===== config.mk =====
export PLATFORM = sky130hd
export DESIGN_NAME = instr_encoder_loader
export DESIGN_NICKNAME = d
export VERILOG_FILES = /design/src/rtl/instr_encoder_loader.sv
export SDC_FILE = /design/constraint.sdc
export NUM_CORES = 1
export LEC_CHECK = 0
export ABC_AREA = 1
export CORE_ASPECT_RATIO = 1.1
export CORE_UTILIZATION = 39
export CTS_CLUSTER_DIAMETER = 30
export DETAILED_ROUTE_END_ITERATION = 12
export GPL_ROUTABILITY_DRIVEN = 0
export PLACE_DENSITY_LB_ADDON = 0.1
export SYNTH_ARGS = -nofsm -noshare
export SYNTH_HDL_FRONTEND = slang
export SYNTH_SLANG_ARGS = --single-unit

===== constraint.sdc =====
create_clock -name clk_i -period 1.3 [get_ports clk_i]
set_input_delay 0.26 -clock clk_i [delete_from_list [all_inputs] [get_ports clk_i]]
set_output_delay 0.26 -clock clk_i [all_outputs]
set_load 0.1 [all_outputs]

===== src/rtl/instr_encoder_loader.sv =====
// Encodes RV32I field bundles (LOAD/STORE/RTYPE/ITYPE/BRANCH) and writes them sequentially to instruction memory.
// Optional immediate range checking is enabled by defining INSTR_ENC_RANGE_CHECK_EN.
module instr_encoder_loader #(
    parameter int ADDR_W    = 8,
    parameter int BASE_ADDR = 0
) (
    input  logic              clk_i,
    input  logic              rst_i,
    input  logic              in_valid_i,
    output logic              in_ready_o,
    input  logic [2:0]        in_class_i,
    input  logic [2:0]        in_funct3_i,
    input  logic              in_funct7b5_i,
    input  logic [4:0]        in_rd_i,
    input  logic [4:0]        in_rs1_i,
    input  logic [4:0]        in_rs2_i,
    input  logic [12:0]       in_imm_i,
    input  logic              in_last_i,
    output logic              mem_we_o,
    output logic [ADDR_W-1:0] mem_addr_o,
    output logic [31:0]       mem_wdata_o,
    input  logic              mem_ready_i,
    output logic              done_o,
    output logic [ADDR_W:0]   count_o,
    output logic              err_o
);

    typedef enum logic [1:0] {S_IDLE, S_WRITE, S_DONE} state_t;

    // Address whose completed write fills the memory window.
    localparam logic [ADDR_W-1:0] LAST_ADDR = ADDR_W'(BASE_ADDR - 1);

    state_t              state_q, state_d;
    logic [ADDR_W-1:0]   addr_q, addr_d;
    logic [31:0]         wdata_q, wdata_d;
    logic [ADDR_W:0]     count_q, count_d;
    logic                err_q, err_d;
    logic                last_q, last_d;
    logic                class_ok, range_ok, accept, reject, write_done, addr_full;
    logic [31:0]         enc_word;

    always_comb begin
        enc_word = 32'h0;
        case (in_class_i)
            3'd0: enc_word = {in_imm_i[11:0], in_rs1_i, in_funct3_i, in_rd_i, 7'b0000011};
            3'd1: enc_word = {in_imm_i[11:5], in_rs2_i, in_rs1_i, in_funct3_i, in_imm_i[4:0], 7'b0100011};
            3'd2: enc_word = {1'b0, in_funct7b5_i, 5'b0, in_rs2_i, in_rs1_i, in_funct3_i, in_rd_i, 7'b0110011};
            3'd3: begin
                if (in_funct3_i == 3'b001 || in_funct3_i == 3'b101)
                    enc_word = {1'b0, in_funct7b5_i, 5'b0, in_imm_i[4:0], in_rs1_i, in_funct3_i, in_rd_i, 7'b0010011};
                else
                    enc_word = {in_imm_i[11:0], in_rs1_i, in_funct3_i, in_rd_i, 7'b0010011};
            end
            3'd4: enc_word = {in_imm_i[12], in_imm_i[10:5], in_rs2_i, in_rs1_i, in_funct3_i,
                              in_imm_i[4:1], in_imm_i[11], 7'b1100011};
            default: enc_word = 32'h0;
        endcase
    end

`ifdef INSTR_ENC_RANGE_CHECK_EN
    always_comb begin
        range_ok = 1'b1;
        case (in_class_i)
            3'd0, 3'd1, 3'd3: range_ok = (in_imm_i[12] == in_imm_i[11]);
            3'd4:             range_ok = ~in_imm_i[0];
            default:          range_ok = 1'b1;
        endcase
    end
`else
    assign range_ok = 1'b1;
`endif

    assign class_ok   = (in_class_i <= 3'd4);
    assign accept     = (state_q == S_IDLE) && in_valid_i && class_ok && range_ok;
    assign reject     = (state_q == S_IDLE) && in_valid_i && !(class_ok && range_ok);
    assign write_done = (state_q == S_WRITE) && mem_ready_i;
    assign addr_full  = (addr_q == LAST_ADDR);

    always_ff @(posedge clk_i) begin
        if (rst_i) state_q <= S_IDLE;
        else       state_q <= state_d;
    end

    always_comb begin
        state_d = state_q;
        case (state_q)
            S_IDLE:  if (accept) state_d = S_WRITE;
            S_WRITE: if (mem_ready_i) state_d = (last_q || addr_full) ? S_DONE : S_IDLE;
            S_DONE:  state_d = S_DONE;
            default: state_d = S_IDLE;
        endcase
    end

    always_comb begin
        in_ready_o = (state_q == S_IDLE);
        mem_we_o   = (state_q == S_WRITE);
        done_o     = (state_q == S_DONE);
    end

    always_comb begin
        addr_d  = addr_q;
        wdata_d = wdata_q;
        count_d = count_q;
        err_d   = err_q;
        last_d  = last_q;
        if (accept) begin
            wdata_d = enc_word;
            last_d  = in_last_i;
        end
        if (reject) err_d = 1'b1;
        if (write_done) begin
            count_d = count_q + (ADDR_W+1)'(1);
            // A full window stops at the last address rather than wrapping.
            if (addr_full) err_d  = 1'b1;
            else           addr_d = addr_q + ADDR_W'(1);
        end
    end

    always_ff @(posedge clk_i) begin
        if (rst_i) begin
            addr_q  <= ADDR_W'(BASE_ADDR);
            wdata_q <= 32'h0;
            count_q <= '0;
            err_q   <= 1'b0;
            last_q  <= 1'b0;
        end else begin
            addr_q  <= addr_d;
            wdata_q <= wdata_d;
            count_q <= count_d;
            err_q   <= err_d;
            last_q  <= last_d;
        end
    end

    assign mem_addr_o  = addr_q;
    assign mem_wdata_o = wdata_q;
    assign count_o     = count_q;
    assign err_o       = err_q;

endmodule


==> flow_metrics.env, run 1 <==
export IMPL_firstDrtPassIters=4
export IMPL_status="finished with violations"
export IMPL_grt_pass1_vias=2429
export IMPL_grt_pass1_wl_mm=10.8
export IMPL_ios=93
export IMPL_grt_start_max_net_pins=27
export IMPL_rows=29
export IMPL_r2r_start="state_q[0]"
export IMPL_netlist_instances=340
export IMPL_final_hold_violation_count=0
export IMPL_synth_top_cell_area_share_pct=42.1
export IMPL_yosys_area_top_type="dfxtp_1"
export IMPL_crit_path_end_kind="primary output"
export IMPL_drive_above_1_share_pct=33.0
export IMPL_crit_arrival_ns=1.10
export IMPL_start_util_pct=40.9
export IMPL_drc=0
export IMPL_period_needed_ns=1.36
export IMPL_vias=2634
export IMPL_postRouteAntennaNets=0
export IMPL_grtUsageMet3_pct=5.14
export IMPL_area_growth_synth_to_final_pct=86.3
export IMPL_dieArea_mm2=0.00641
export IMPL_setup_tns_final_ns=-0.511
export IMPL_clock_skew_ns=0.00652
export IMPL_start_kind="flop"
export IMPL_syn_area_mm2=0.00237
export IMPL_avgSynthCellArea_um2=6.98
export IMPL_ys_ff_latch=50
export IMPL_setup_viol=21
export IMPL_clock_latency_ns=0.31
export IMPL_cts_buffers=5
export IMPL_vdd_drop_max_v=0.000746
export IMPL_clk_pin_slew_ns=0.09
export IMPL_violations="negative setup slack"
export IMPL_power_density_mw_per_mm2=961
export IMPL_cts_root_buf="clkbuf_8"
export IMPL_grt_use_total_pct=21.2
export IMPL_worstSetupPathType="flop to primary output"
export IMPL_grt_use_met1_pct=23.2
export IMPL_p_total_mw=4.25
export IMPL_leakage_nw=1.80
export IMPL_required_ns=1.04
export IMPL_slew_violations=0
export IMPL_rsz0062_at_grt="yes"
export IMPL_grt_use_met2_pct=38.7
export IMPL_setup_slack_ns=-0.0575
export IMPL_cts_max_level=2
export IMPL_antenna_cells=0
export IMPL_overflow=0
export IMPL_ys_seq_area_share_pct=42.1
export IMPL_max_freq_mhz=737
export IMPL_via_per_inst=4.92
export IMPL_die_h_um=83.8
export IMPL_routed_wl_mm=7.08
export IMPL_crit_fanout=4
export IMPL_hp_start="last_q"
export IMPL_clock_path_buffers=2
export IMPL_nNetsFinal=499
export IMPL_finalCritPeriodShare_pct=104
export IMPL_ys_warn_count=0
export IMPL_hpwl_mm=5.07
export IMPL_startpoint="state_q[0]"
export IMPL_r2r_slack_ns=-0.06
export IMPL_cts_tree="done"
export IMPL_drtIter0Drc=78
export IMPL_dieWidth_um=76.4
export IMPL_portBuffers=90
export IMPL_top_usage_layer="met2"
export IMPL_hp_class="flop to flop"
export IMPL_antenna_found_initial=0
export IMPL_cts_num_sinks=50
export IMPL_synth_cell_types=29
export IMPL_coreArea_mm2=0.00581
export IMPL_routedWlPerCell_um=13.2
export IMPL_max_cap_viol_count=0
export IMPL_ys_top_cells_by_area="dfxtp_1 (42%), nand2_1 (13%), a21oi_1 (9.5%)"
## layout make-up
| class | instances | area, µm² |
|---|---|---|
| Tap cell | 77 | 96.3 |
| Clock inverter | 1 | 5.00 |
| Clock buffer | 7 | 86.3 |
| Multi-Input combinational cell | 249 | 1300 |
| Fill cell | 404 | 1380 |
| Timing Repair Buffer | 121 | 1740 |
| Inverter | 30 | 129 |
| Sequential cell | 50 | 1070 |
## cells in the mapped netlist (all sizes together)
library cell	instances
a21oi	46
buf	10
clkbuf	3
clkinv	1
conb	1
dfxtp	50
ha	2
inv	29
nand2	87
nand3	15
nand4	3
nor2	49
nor3	3
o21ai	35
o21bai	1
or2	2
xnor2	1
xor2	2
## layer usage
metal	vias up	wire length, µm	part of all wire [%]
met5	-	0	0
met4	0	185	2.6
met3	18	364	5.1
met2	89	3740	53
met1	1191	2790	39
li1	1336	-	-
## stage by stage
stage / hold slack (ns) / setup slack (ns) / utilization [%] / cell area (µm²) / cells
final: 0.484 / -0.0575 / 76.2 / 4420 / 535
after floorplan: 0.319 / -0.309 / - / 2500 / 341
after detailed placement: 0.459 / -0.419 / 70.8 / 4110 / 517
after global routing: 0.498 / -0.131 / 76.2 / 4420 / 535
after CTS: 0.472 / -0.0512 / 73.7 / 4280 / 529
after global placement: 0.454 / -0.315 / 70.8 / 4110 / 517
## worst max-delay path: stages (launching register included)
cell and delay, ns:
dfxtp_4 0.39, nor2_4 0.12, buf_6 0.12, buf_12 0.16
## kinds of logic after synthesis
family / share of synthesized area, %
adder cells (fa/ha/maj): 1.05
other: 0.158
buffers and inverters: 8.85
AO/OA/AOI/OAI: 17.9
flip-flops: 42.1
AND/OR/NAND/NOR: 28.8
XOR/XNOR: 1.11
## cells in the final DEF, fill, tap and decap left out, types with 3 or more instances in the layout
master,instances
buf_6,3
dfxtp_1,30
nor2_2,4
nand4_1,3
a21oi_1,45
inv_4,3
buf_4,22
nand2_2,4
nand2_1,78
o21ai_1,10
clkbuf_8,6
buf_12,55
o21ai_0,20
dfxtp_4,16
clkdlybuf4s50_1,38
nor2_4,3
dfxtp_2,4
nor2_1,42
nand3_2,3
o21ai_2,5
inv_1,21
nand2_4,5
inv_2,4
nand3_1,11
## timing repair
item,in CTS,in global routing
gates cloned,0,3
pin swaps,1,5
hold buffers,0,0
setup buffers,4,3
setup endpoints to repair,16,37
gates resized for setup,16,25
## sequential cells by signal, indices dropped and copies added, names as in the netlist
| signal | cells |
|---|---|
| mem_wdata_o | 29 |
| mem_addr_o | 8 |
| count_o | 9 |
| last_q | 1 |
| err_o | 1 |
| state_q | 2 |
## report_power, final
| group | leakage [nW] | internal (mW) | total [mW] | switching (mW) |
|---|---|---|---|---|
| combinational | 1.32 | 0.629 | 1.60 | 0.975 |
| sequential | 0.423 | 1.59 | 1.69 | 0.104 |
| clock | 0.0482 | 0.431 | 0.957 | 0.526 |
## final timing paths
path              cells past startpoint         endpoint
hold reg to reg                       2           last_q
hold / removal                        2           last_q
setup / recovery                      3       in_ready_o
setup reg to reg                      8  mem_wdata_o[28]
Note: power is estimated with default switching activity, not from simulation.
==> run 2: changes to the inputs <==
--- a/config.mk
+++ b/config.mk
@@ -12,5 +12,5 @@
 export DETAILED_ROUTE_END_ITERATION = 12
 export GPL_ROUTABILITY_DRIVEN = 0
-export PLACE_DENSITY_LB_ADDON = 0.1
+export PLACE_DENSITY = 0.76
 export SYNTH_ARGS = -nofsm -noshare
 export SYNTH_HDL_FRONTEND = slang
==> constraint.sdc (replaced) <==
create_clock -name clk_i -period 1.3 [get_ports clk_i]
set_input_delay 0.26 -clock clk_i [delete_from_list [all_inputs] [get_ports clk_i]]
set_output_delay 0.26 -clock clk_i [all_outputs]
set_load 0.005 [all_outputs]
==> run 2 against run 1 <==
Compared with the run above:
- combinational power down 52%
- routed wire length up 2.5%
- largest power group unchanged
- the run still ends with negative setup slack left
- highest routed layer unchanged
- critical endpoint is now mem_wdata_o[25]
- first-iteration DRC count up 23%
- final area down 7.6%
- critical path type is now flop to flop
==> flow_metrics.env, run 2 (synthesis gave the netlist of run 1 again) <==
export IMPL_largest_reg_flops=29
export IMPL_crit_path_top_delay_cell="dfxtp_2"
export IMPL_utilization_pct=70.4
export IMPL_drc=0
export IMPL_hpwl_mm=4.89
export IMPL_worst_path_buf_inv=3
export IMPL_grt_pass1_wl_mm=11.6
export IMPL_start_util_pct=40.9
export IMPL_grt_use_total_pct=22.4
export IMPL_leakage_nw=1.89
export IMPL_vdd_drop_max_v=0.000605
export IMPL_clk_pin_slew_ns=0.11
export IMPL_portBuffers=90
export IMPL_rsz0062_at_grt="yes"
export IMPL_overflow=0
export IMPL_period_needed_ns=1.34
export IMPL_setup_slack_ns=-0.0425
export IMPL_slew_violations=0
export IMPL_max_cap_viol_count=0
export IMPL_cts_num_sinks=50
export IMPL_cts_buffers=5
export IMPL_max_freq_mhz=745
export IMPL_antenna_found_initial=0
export IMPL_finalCritPeriodShare_pct=103
export IMPL_crit_arrival_ns=1.60
export IMPL_holdWs_ns=0.462
export IMPL_cts_root_buf="clkbuf_8"
export IMPL_power_density_mw_per_mm2=887
export IMPL_layout_common_cells="nand2_1 (80), buf_4 (48), dlygate4sd2_1 (47)"
export IMPL_clock_skew_ns=0.0132
export IMPL_antenna_cells=0
export IMPL_dpl_cell_area_mm2=0.00356
export IMPL_rows=29
export IMPL_routed_wl_mm=7.25
export IMPL_worstSetupPathType="flop to flop"
export IMPL_layout_commonest_cell="nand2_1"
export IMPL_nNetsFinal=526
export IMPL_grt_pass1_vias=2661
export IMPL_dieArea_mm2=0.00641
export IMPL_clock_latency_ns=0.32
export IMPL_area_growth_synth_to_final_pct=72.1
export IMPL_fin_area_mm2=0.00409
export IMPL_place_ws_ns=-0.460
export IMPL_firstDrtPassIters=4
export IMPL_critPathMaxStageDelay_ns=0.35
export IMPL_crit_fanout=6
export IMPL_vias=2787
export IMPL_worstPathCellList="nor2_4 > buf_6 > nand2_4 > a21oi_4 > buf_6 > buf_12 > o21ai_0 > a21oi_1"
export IMPL_cts_tree="done"
export IMPL_final_hold_violation_count=0
export IMPL_dpl_cell_count=529
export IMPL_status="finished with violations"
export IMPL_setup_viol=16
export IMPL_setup_tns_final_ns=-0.282
export IMPL_via_per_inst=4.96
export IMPL_grt_start_max_net_pins=38
export IMPL_drtIter0Drc=96
export IMPL_crit_path_end_kind="flop"
export IMPL_stdcell_count=562
export IMPL_cts_max_level=2
export IMPL_path_delay_family="buffers and inverters"
export IMPL_drive_above_1_share_pct=32.4
export IMPL_clock_path_buffers=2
export IMPL_crit_path_frequent_cell="buf_6"
export IMPL_hold_buffers=0
export IMPL_hp_class="flop to flop"
export IMPL_dieWidth_um=76.4
export IMPL_required_ns=1.56
export IMPL_violations="negative setup slack"
export IMPL_postRouteAntennaNets=0
export IMPL_ios=93
export IMPL_p_total_mw=3.62
export IMPL_routedWlPerCell_um=12.9
export IMPL_die_h_um=83.8
export IMPL_start_kind="flop"
export IMPL_coreArea_mm2=0.00581
-- run 2: cell type report --
cell class                      count  area (µm²)
Tap cell                           77        96.3
Timing Repair Buffer              149        1390
Clock buffer                        5        68.8
Inverter                           30         123
Fill cell                         492        1720
Sequential cell                    50        1060
Multi-Input combinational cell    248        1310
Clock inverter                      3        48.8
-- run 2: power by group --
part,internal [mW],leakage (nW),switching (mW)
sequential,1.63,0.428,0.0475
clock,0.587,0.0563,0.588
combinational,0.421,1.41,0.354
-- run 2: layer usage --
| metal | GRT usage, % | part of all wire (%) | up-vias |
|---|---|---|---|
| met5 | 0 | 0 | - |
| met4 | 9.79 | 2.3 | 0 |
| met3 | 4.48 | 6.5 | 16 |
| met2 | 41.0 | 52 | 114 |
| met1 | 24.8 | 39 | 1267 |
| li1 | - | - | 1390 |
-- run 2: repair_timing --
item | 4_1_cts | 5_1_grt
endpoints found under the setup margin | 76 | 50
pin swaps | 10 | 7
gates cloned | 3 | 0
setup buffers | 19 | 3
resized for setup | 143 | 26
-- run 2: worst min-delay path: stages (launching register included) --
cell     delay [ns]
dfxtp_2        0.33
nand2_1        0.05
a21oi_1        0.05
-- run 2: path summary, 6_finish.rpt --
path                                   endpoint           start  slack (ns)  cells past startpoint
worst min register to register   mem_wdata_o[6]  mem_wdata_o[6]        0.46                      2
worst max-delay path            mem_wdata_o[25]      state_q[1]       -0.04                      8
worst min-delay path             mem_wdata_o[6]  mem_wdata_o[6]        0.46                      2
worst max register to register  mem_wdata_o[25]      state_q[1]       -0.04                      8
==> variant 1 (settings of run 1) <==
`wdata_q` no longer has a reset.
--- a/src/rtl/instr_encoder_loader.sv
+++ b/src/rtl/instr_encoder_loader.sv
@@ -119,17 +119,19 @@
     always_ff @(posedge clk_i) begin
         if (rst_i) begin
             addr_q  <= ADDR_W'(BASE_ADDR);
-            wdata_q <= 32'h0;
             count_q <= '0;
             err_q   <= 1'b0;
             last_q  <= 1'b0;
         end else begin
             addr_q  <= addr_d;
-            wdata_q <= wdata_d;
             count_q <= count_d;
             err_q   <= err_d;
             last_q  <= last_d;
         end
+    end
+
+    always_ff @(posedge clk_i) begin
+        wdata_q <= wdata_d;
     end
 
     assign mem_addr_o  = addr_q;
Behaviour: not the same (Yosys sat finds a counterexample within 4 cycles, from zero or initial values and one cycle with rst_i high).
==> variant 1 against run 1 <==
  * The flow still finishes with violations (setup timing)
  * Design area is 0.25% higher
  * Global-route usage is 1.1 points lower
  * Wire length is 10% lower
  * Area after synthesis is 3.4% lower
  * Setup slack better by 0.011 ns
  * Count of clock-buffer cells in the layout is 2 lower
  * Final cell count is 11% lower
  * Via count is 16% lower
  * Power is 6.3% lower
  * Fmax is 0.78% higher
  * Sequential cell count stayed put
  * Largest power group unchanged
  * Highest routed layer unchanged
==> variant 1: results (changes against run 1) <==
The flow ran to the end, but the final reports show violations. The checks that failed: setup timing. The sequential area share after synthesis is 0.563 (+0.141). The placed wire-length estimate after detailed placement was 4580 um (-9.7%). The number of nets in the finished design is 443 (-11%). The first-pass detailed-route iteration total came out at 5 (+1).

Sorting the synthesized cells by how often they occur yields sky130_fd_sc_hd__nand2_1, sky130_fd_sc_hd__nor2_1, sky130_fd_sc_hd__inv_1. The aggregate negative setup slack came out at -0.406 ns (+0.105 ns). The detailed-route vias per instance came out at 4.64 (-5.8%). The fraction of final layout cells with drive strength greater than 1 came out at 0.378 (+0.0484). The mean area per synthesized cell came out at 8.63 um^2 (+24%).

The setup slack of the critical path after layout is -0.0470 ns (+0.0105 ns). By area the synthesized netlist is led by sky130_fd_sc_hd__edfxtp_1, sky130_fd_sc_hd__dfxtp_1, sky130_fd_sc_hd__nand2_1. The minimum clock period after layout came to 1.35 ns (-0.0105 ns). The pin count of the biggest net entering global routing came out at 25 (-7.4%). The clock tree skew after final layout came out at 0.00730 ns (+0.000772 ns). The detailed router's first-iteration violation count is 94 (+21%). The startpoint identified for the worst register-to-register timing path is state_q[1]$_SDFFE_PP0P_.

The distinct cell type count of the synthesized netlist is 31 (+6.9%). The wire length on met2 came out at 3200 um (-14%). The internal power was 2.63 mW (-0.85%).

The average wire per standard cell came to 13.3 um (+0.65%). The met3 wire length came out at 486 um (+34%). The detailed-route wire length on metal 1 was 2610 um (-6.2%).

The total wire length came to 6350 um (-10%). The wire length of the first global-routing pass came out at 9380 um (-13%). The worst ir drop on vdd was 571 uV (-23%). The fill cell total of the finished layout is 355 (-12%). The number of placed instances, taps included is 453 (-12%). The setup-violating endpoint count in the final report is 15 (-29%).

The number of enable flip-flop cells after synthesis was 29 (+29). The peak fanout along the critical path came to 3 (-1).
## variant 1: through the flow
step	total power, mW	cell area [um^2]	worst slack (ns)
finish	3.98	4440	-0.0470
detailed placement	3.06	4100	-0.385
global placement	3.04	4100	-0.336
floorplan	2.51	2440	-0.559
global route	4.12	4440	-0.102
CTS	3.94	4230	-0.0502
## variant 1: cell type report
cell class / instances / area share
multi-input combinational: 167 / 0.208
clock inverter: 3 / 0.00367
inverter: 46 / 0.0440
sequential: 50 / 0.306
clock buffer: 5 / 0.0155
tap: 75 / 0.0212
timing repair buffer: 131 / 0.402
## variant 1: kinds of logic after synthesis
group,count (synthesis),synth area share
adders and majority gates,2,0.0109
xor gates and xnor gates,4,0.0153
DFF,50,0.563
other,1,0.00163
and+or+nand+nor,122,0.232
buffers and inverters,50,0.0889
AOI/OAI and AO/OA,37,0.0883
## variant 1: worst max-delay path, stage by stage, from the launching register on
cell and delay, ns:
sky130_fd_sc_hd__dfxtp_4 0.39, sky130_fd_sc_hd__inv_6 0.05, sky130_fd_sc_hd__nand2_4 0.06, sky130_fd_sc_hd__clkinvlp_4 0.11, sky130_fd_sc_hd__buf_12 0.18
## variant 1: power by group through the flow
stage / combinational [mW] / clock, mW / sequential [mW]
after floorplan: 0.251 / 0 / 2.26
after global routing: 1.35 / 0.964 / 1.81
final: 1.30 / 0.889 / 1.80
after CTS: 1.23 / 0.906 / 1.80
after detailed placement: 1.22 / 0 / 1.84
after global placement: 1.20 / 0 / 1.84
## variant 1: routing by layer
layer	track usage	vias to the layer above
met2	0.359	93
met1	0.241	1005
li1	-	1110
met3	0.0485	4
met4	0.0519	0
met5	0	-
## variant 1: worst paths after layout
check                                   to  slack, ns  depth (start not counted)
setup / recovery                  mem_we_o      -0.05                          4
hold / removal         last_q$_SDFFE_PP0P_       0.46                          2
setup reg to reg  mem_wdata_o[1]$_DFFE_PP_      -0.03                          6
hold reg to reg        last_q$_SDFFE_PP0P_       0.46                          2
## variant 1: what timing repair did
| item | in CTS | in global routing |
|---|---|---|
| hold buffers | 0 | 0 |
| setup endpoints to repair | 32 | 51 |
| setup buffers | 3 | 10 |
| gates resized for setup | 13 | 21 |
| gates cloned | 0 | 3 |
| pin swaps | 1 | 9 |
==> variant 2 (flow settings as in run 1) <==
Without the edit above. `ADDR_W`: 8 -> 6.
--- a/src/rtl/instr_encoder_loader.sv
+++ b/src/rtl/instr_encoder_loader.sv
@@ -1,7 +1,7 @@
 // Encodes RV32I field bundles (LOAD/STORE/RTYPE/ITYPE/BRANCH) and writes them sequentially to instruction memory.
 // Optional immediate range checking is enabled by defining INSTR_ENC_RANGE_CHECK_EN.
 module instr_encoder_loader #(
-    parameter int ADDR_W    = 8,
+    parameter int ADDR_W    = 6,
     parameter int BASE_ADDR = 0
 ) (
     input  logic              clk_i,
Ports: changed (resized count_o and mem_addr_o); port bits go from 93 to 89. The function was not compared with the original's and may differ.
==> variant 2 against run 1 <==
  * The run still ends with setup timing left
  * Sequential cell count fell by 4
  * Synthesized cell count fell by 11%
  * Area after synthesis is 9.3% lower
  * Global-route usage grew 1.0 points
  * Sequential power is 7% lower
  * Power fell by 0.61%
  * Design area decreased by 7.1%
  * Setup slack worse by 0.0099 ns
  * Wire length down 12%
  * Highest routed layer unchanged
==> variant 2: results (changes against run 1) <==
The count of synthesis-stage warnings from yosys is 0 (unchanged). The detailed-route vias per instance came out at 4.75 (-3.5%). The number of placed instances, taps included is 476 (-7.9%).

The peak fanout along the critical path came out at 3 (-1). The diode insertion count for antenna repair is 0 (unchanged). The average wire per standard cell is 12.6 um (-4.7%). The fill cell total of the finished layout came out at 374 (-7.4%).

The initial antenna violation count came out at 0 (unchanged). The wire length of the first global-routing pass came out at 10000 um (-7.7%). The post-CTS setup buffer count came out at 4 (unchanged).

The worst setup slack for register-to-register paths is -0.05 ns. The fraction of final layout cells with drive strength greater than 1 was 0.346 (+0.0164). The largest buffer count on any clock path came to 2 (unchanged). The number of nets in the finished design came out at 460 (-7.8%). The final reports fail on setup timing. The setup-violating endpoint count in the final report is 17 (-19%). The distinct cell type count of the synthesized netlist came out at 31 (+6.9%).

The most common cell in the synthesized netlist is sky130_fd_sc_hd__nand2_1. The clock buffer count from CTS came out at 5 (unchanged). The reg-to-reg critical path endpoint is mem_addr_o[0]$_SDFFE_PP0P_. The sequential area share after synthesis is 0.428 (+0.00616).

The final-layout worst hold slack came out at 0.481 ns (-0.00306 ns). The setup slack of the critical path after layout came out at -0.0674 ns (-0.00991 ns). The depth of the CTS H-tree came out at 2 (unchanged). For hold timing, the worst endpoint is last_q$_SDFFE_PP0P_. The pin count of the biggest net entering global routing was 20 (-26%). The run finished, with violations left. The clock tree skew after final layout is 0.00263 ns (-0.00389 ns). The overall overflow remaining after global route is 0 (unchanged). The worst ir drop on vdd came out at 747 uV (+0.22%).

The number of I/O port buffers came out at 86 (-4.4%). In the post-synthesis netlist, the biggest area contributors are sky130_fd_sc_hd__dfxtp_1, sky130_fd_sc_hd__nand2_1, sky130_fd_sc_hd__nor2_1. The clock reaches the later pin of the worst-skew pair after around 0.30 ns. The hold path depth is 2 (unchanged). The count of vias placed by the detailed router was 2348 (-11%). The detailed router's first-iteration violation count is 66 (-15%).

The beginning of the worst register-to-register path is state_q[0]$_SDFFE_PP0P_. The clock transition at the registers of the reported paths came out at 0.09 ns (about the same). For this run, the leading register cell type out of synthesis is sky130_fd_sc_hd__dfxtp_1. The worst reg-to-reg path cell count came to 7 (-1). The number of instances in the synthesized netlist is 304 (-11%). The leakage power total is 1.72 nW (-4.2%). The quantity of gates resized following cts came to 12 (-4). The signal arrival time at the worst endpoint is 1.11 ns. Clock tree synthesis selected as its root buffer the cell sky130_fd_sc_hd__clkbuf_8. The startpoint identified for the worst hold timing path is last_q$_SDFFE_PP0P_. Sorting the synthesized cells by how often they occur yields sky130_fd_sc_hd__nand2_1, sky130_fd_sc_hd__nor2_1, sky130_fd_sc_hd__dfxtp_1.

The number of flip-flops in the largest register came out at 29 (unchanged). The global-route usage over all layers came out at 0.222 (+0.0103). The first-pass detailed-route iteration total is 5 (+1).

The share of flip-flops with an asynchronous set or reset after synthesis was 0 (unchanged). The class of the most critical hold timing path is reg -> reg. The placed wire-length estimate after detailed placement was 4400 um (-13%).
variant 2: cell count changes after synthesis, sizes merged, moves of 2 or more:
cell   change
a21oi     -16
dfxtp      -4
inv        -4
nand2     -16
nand3      +4
nor2      +11
nor3       -2
o21ai      -8
variant 2: worst max-delay path by stage:
stage                                        from                           end  slack (ns)  cells past startpoint
after global routing      state_q[0]$_SDFFE_PP0P_    mem_addr_o[0]$_SDFFE_PP0P_       -0.13                      7
after global placement              in_class_i[0]  mem_wdata_o[22]$_SDFFE_PP0P_       -0.38                      8
after detailed placement            in_class_i[0]  mem_wdata_o[29]$_SDFFE_PP0P_       -0.45                      7
after CTS                 state_q[0]$_SDFFE_PP0P_                      mem_we_o       -0.08                      4
final                     state_q[0]$_SDFFE_PP0P_                      mem_we_o       -0.07                      4
after floorplan           state_q[0]$_SDFFE_PP0P_  mem_wdata_o[23]$_SDFFE_PP0P_       -0.35                      7
variant 2: area by class of cell:
class                   instances  area, um^2  share of cell area
well taps                      75        93.8              0.0228
repair buffers                120        1680               0.409
flip-flops and latches         46         961               0.234
inverters                      25         103              0.0250
clock inverters                 2        13.8             0.00335
clock buffers                   6        93.8              0.0228
multi-input cells             220        1170               0.284
variant 2: through the flow:
step / power [mW] / setup slack (ns) / setup TNS, ns / cell area (um^2) / utilization
3_5_place_dp: 3.15 / -0.454 / -14.57 / 3790 / 0.707
2_1_floorplan: 2.50 / -0.351 / -10.50 / 2250 / -
5_1_grt: 4.39 / -0.129 / -2.61 / 4110 / 0.767
4_1_cts: 4.19 / -0.0789 / -0.158 / 3950 / 0.737
3_3_place_gp: 3.14 / -0.379 / -13.02 / 3790 / 0.707
6_report: 4.23 / -0.0674 / -0.369 / 4110 / 0.767
variant 2: kinds of logic after synthesis:
family / Yosys count / synth area share
fa+ha+maj: 2 / 0.0116
other cells: 1 / 0.00174
xor+xnor: 3 / 0.0122
simple gates: 155 / 0.317
compound gates: 58 / 0.138
flops: 46 / 0.428
buf+inv: 39 / 0.0924
variant 2: power breakdown:
group	switching, mW	leakage, nW	internal (mW)
combinational	0.980	1.28	0.643
sequential	0.0994	0.387	1.48
clock	0.522	0.0567	0.500
total	1.60	1.72	2.63
variant 2: metal layers:
metal,share of wire,track usage,vias up
li1,-,-,1197
met1,0.40,0.246,1054
met2,0.51,0.397,83
met3,0.065,0.0619,14
met4,0.022,0.0863,0
met5,0,0,-
variant 2: worst max-delay path: stages, from the launching register on:
cell	delay (ns)
sky130_fd_sc_hd__dfxtp_2	0.35
sky130_fd_sc_hd__buf_6	0.13
sky130_fd_sc_hd__nand2_4	0.06
sky130_fd_sc_hd__clkinvlp_4	0.10
sky130_fd_sc_hd__buf_12	0.17
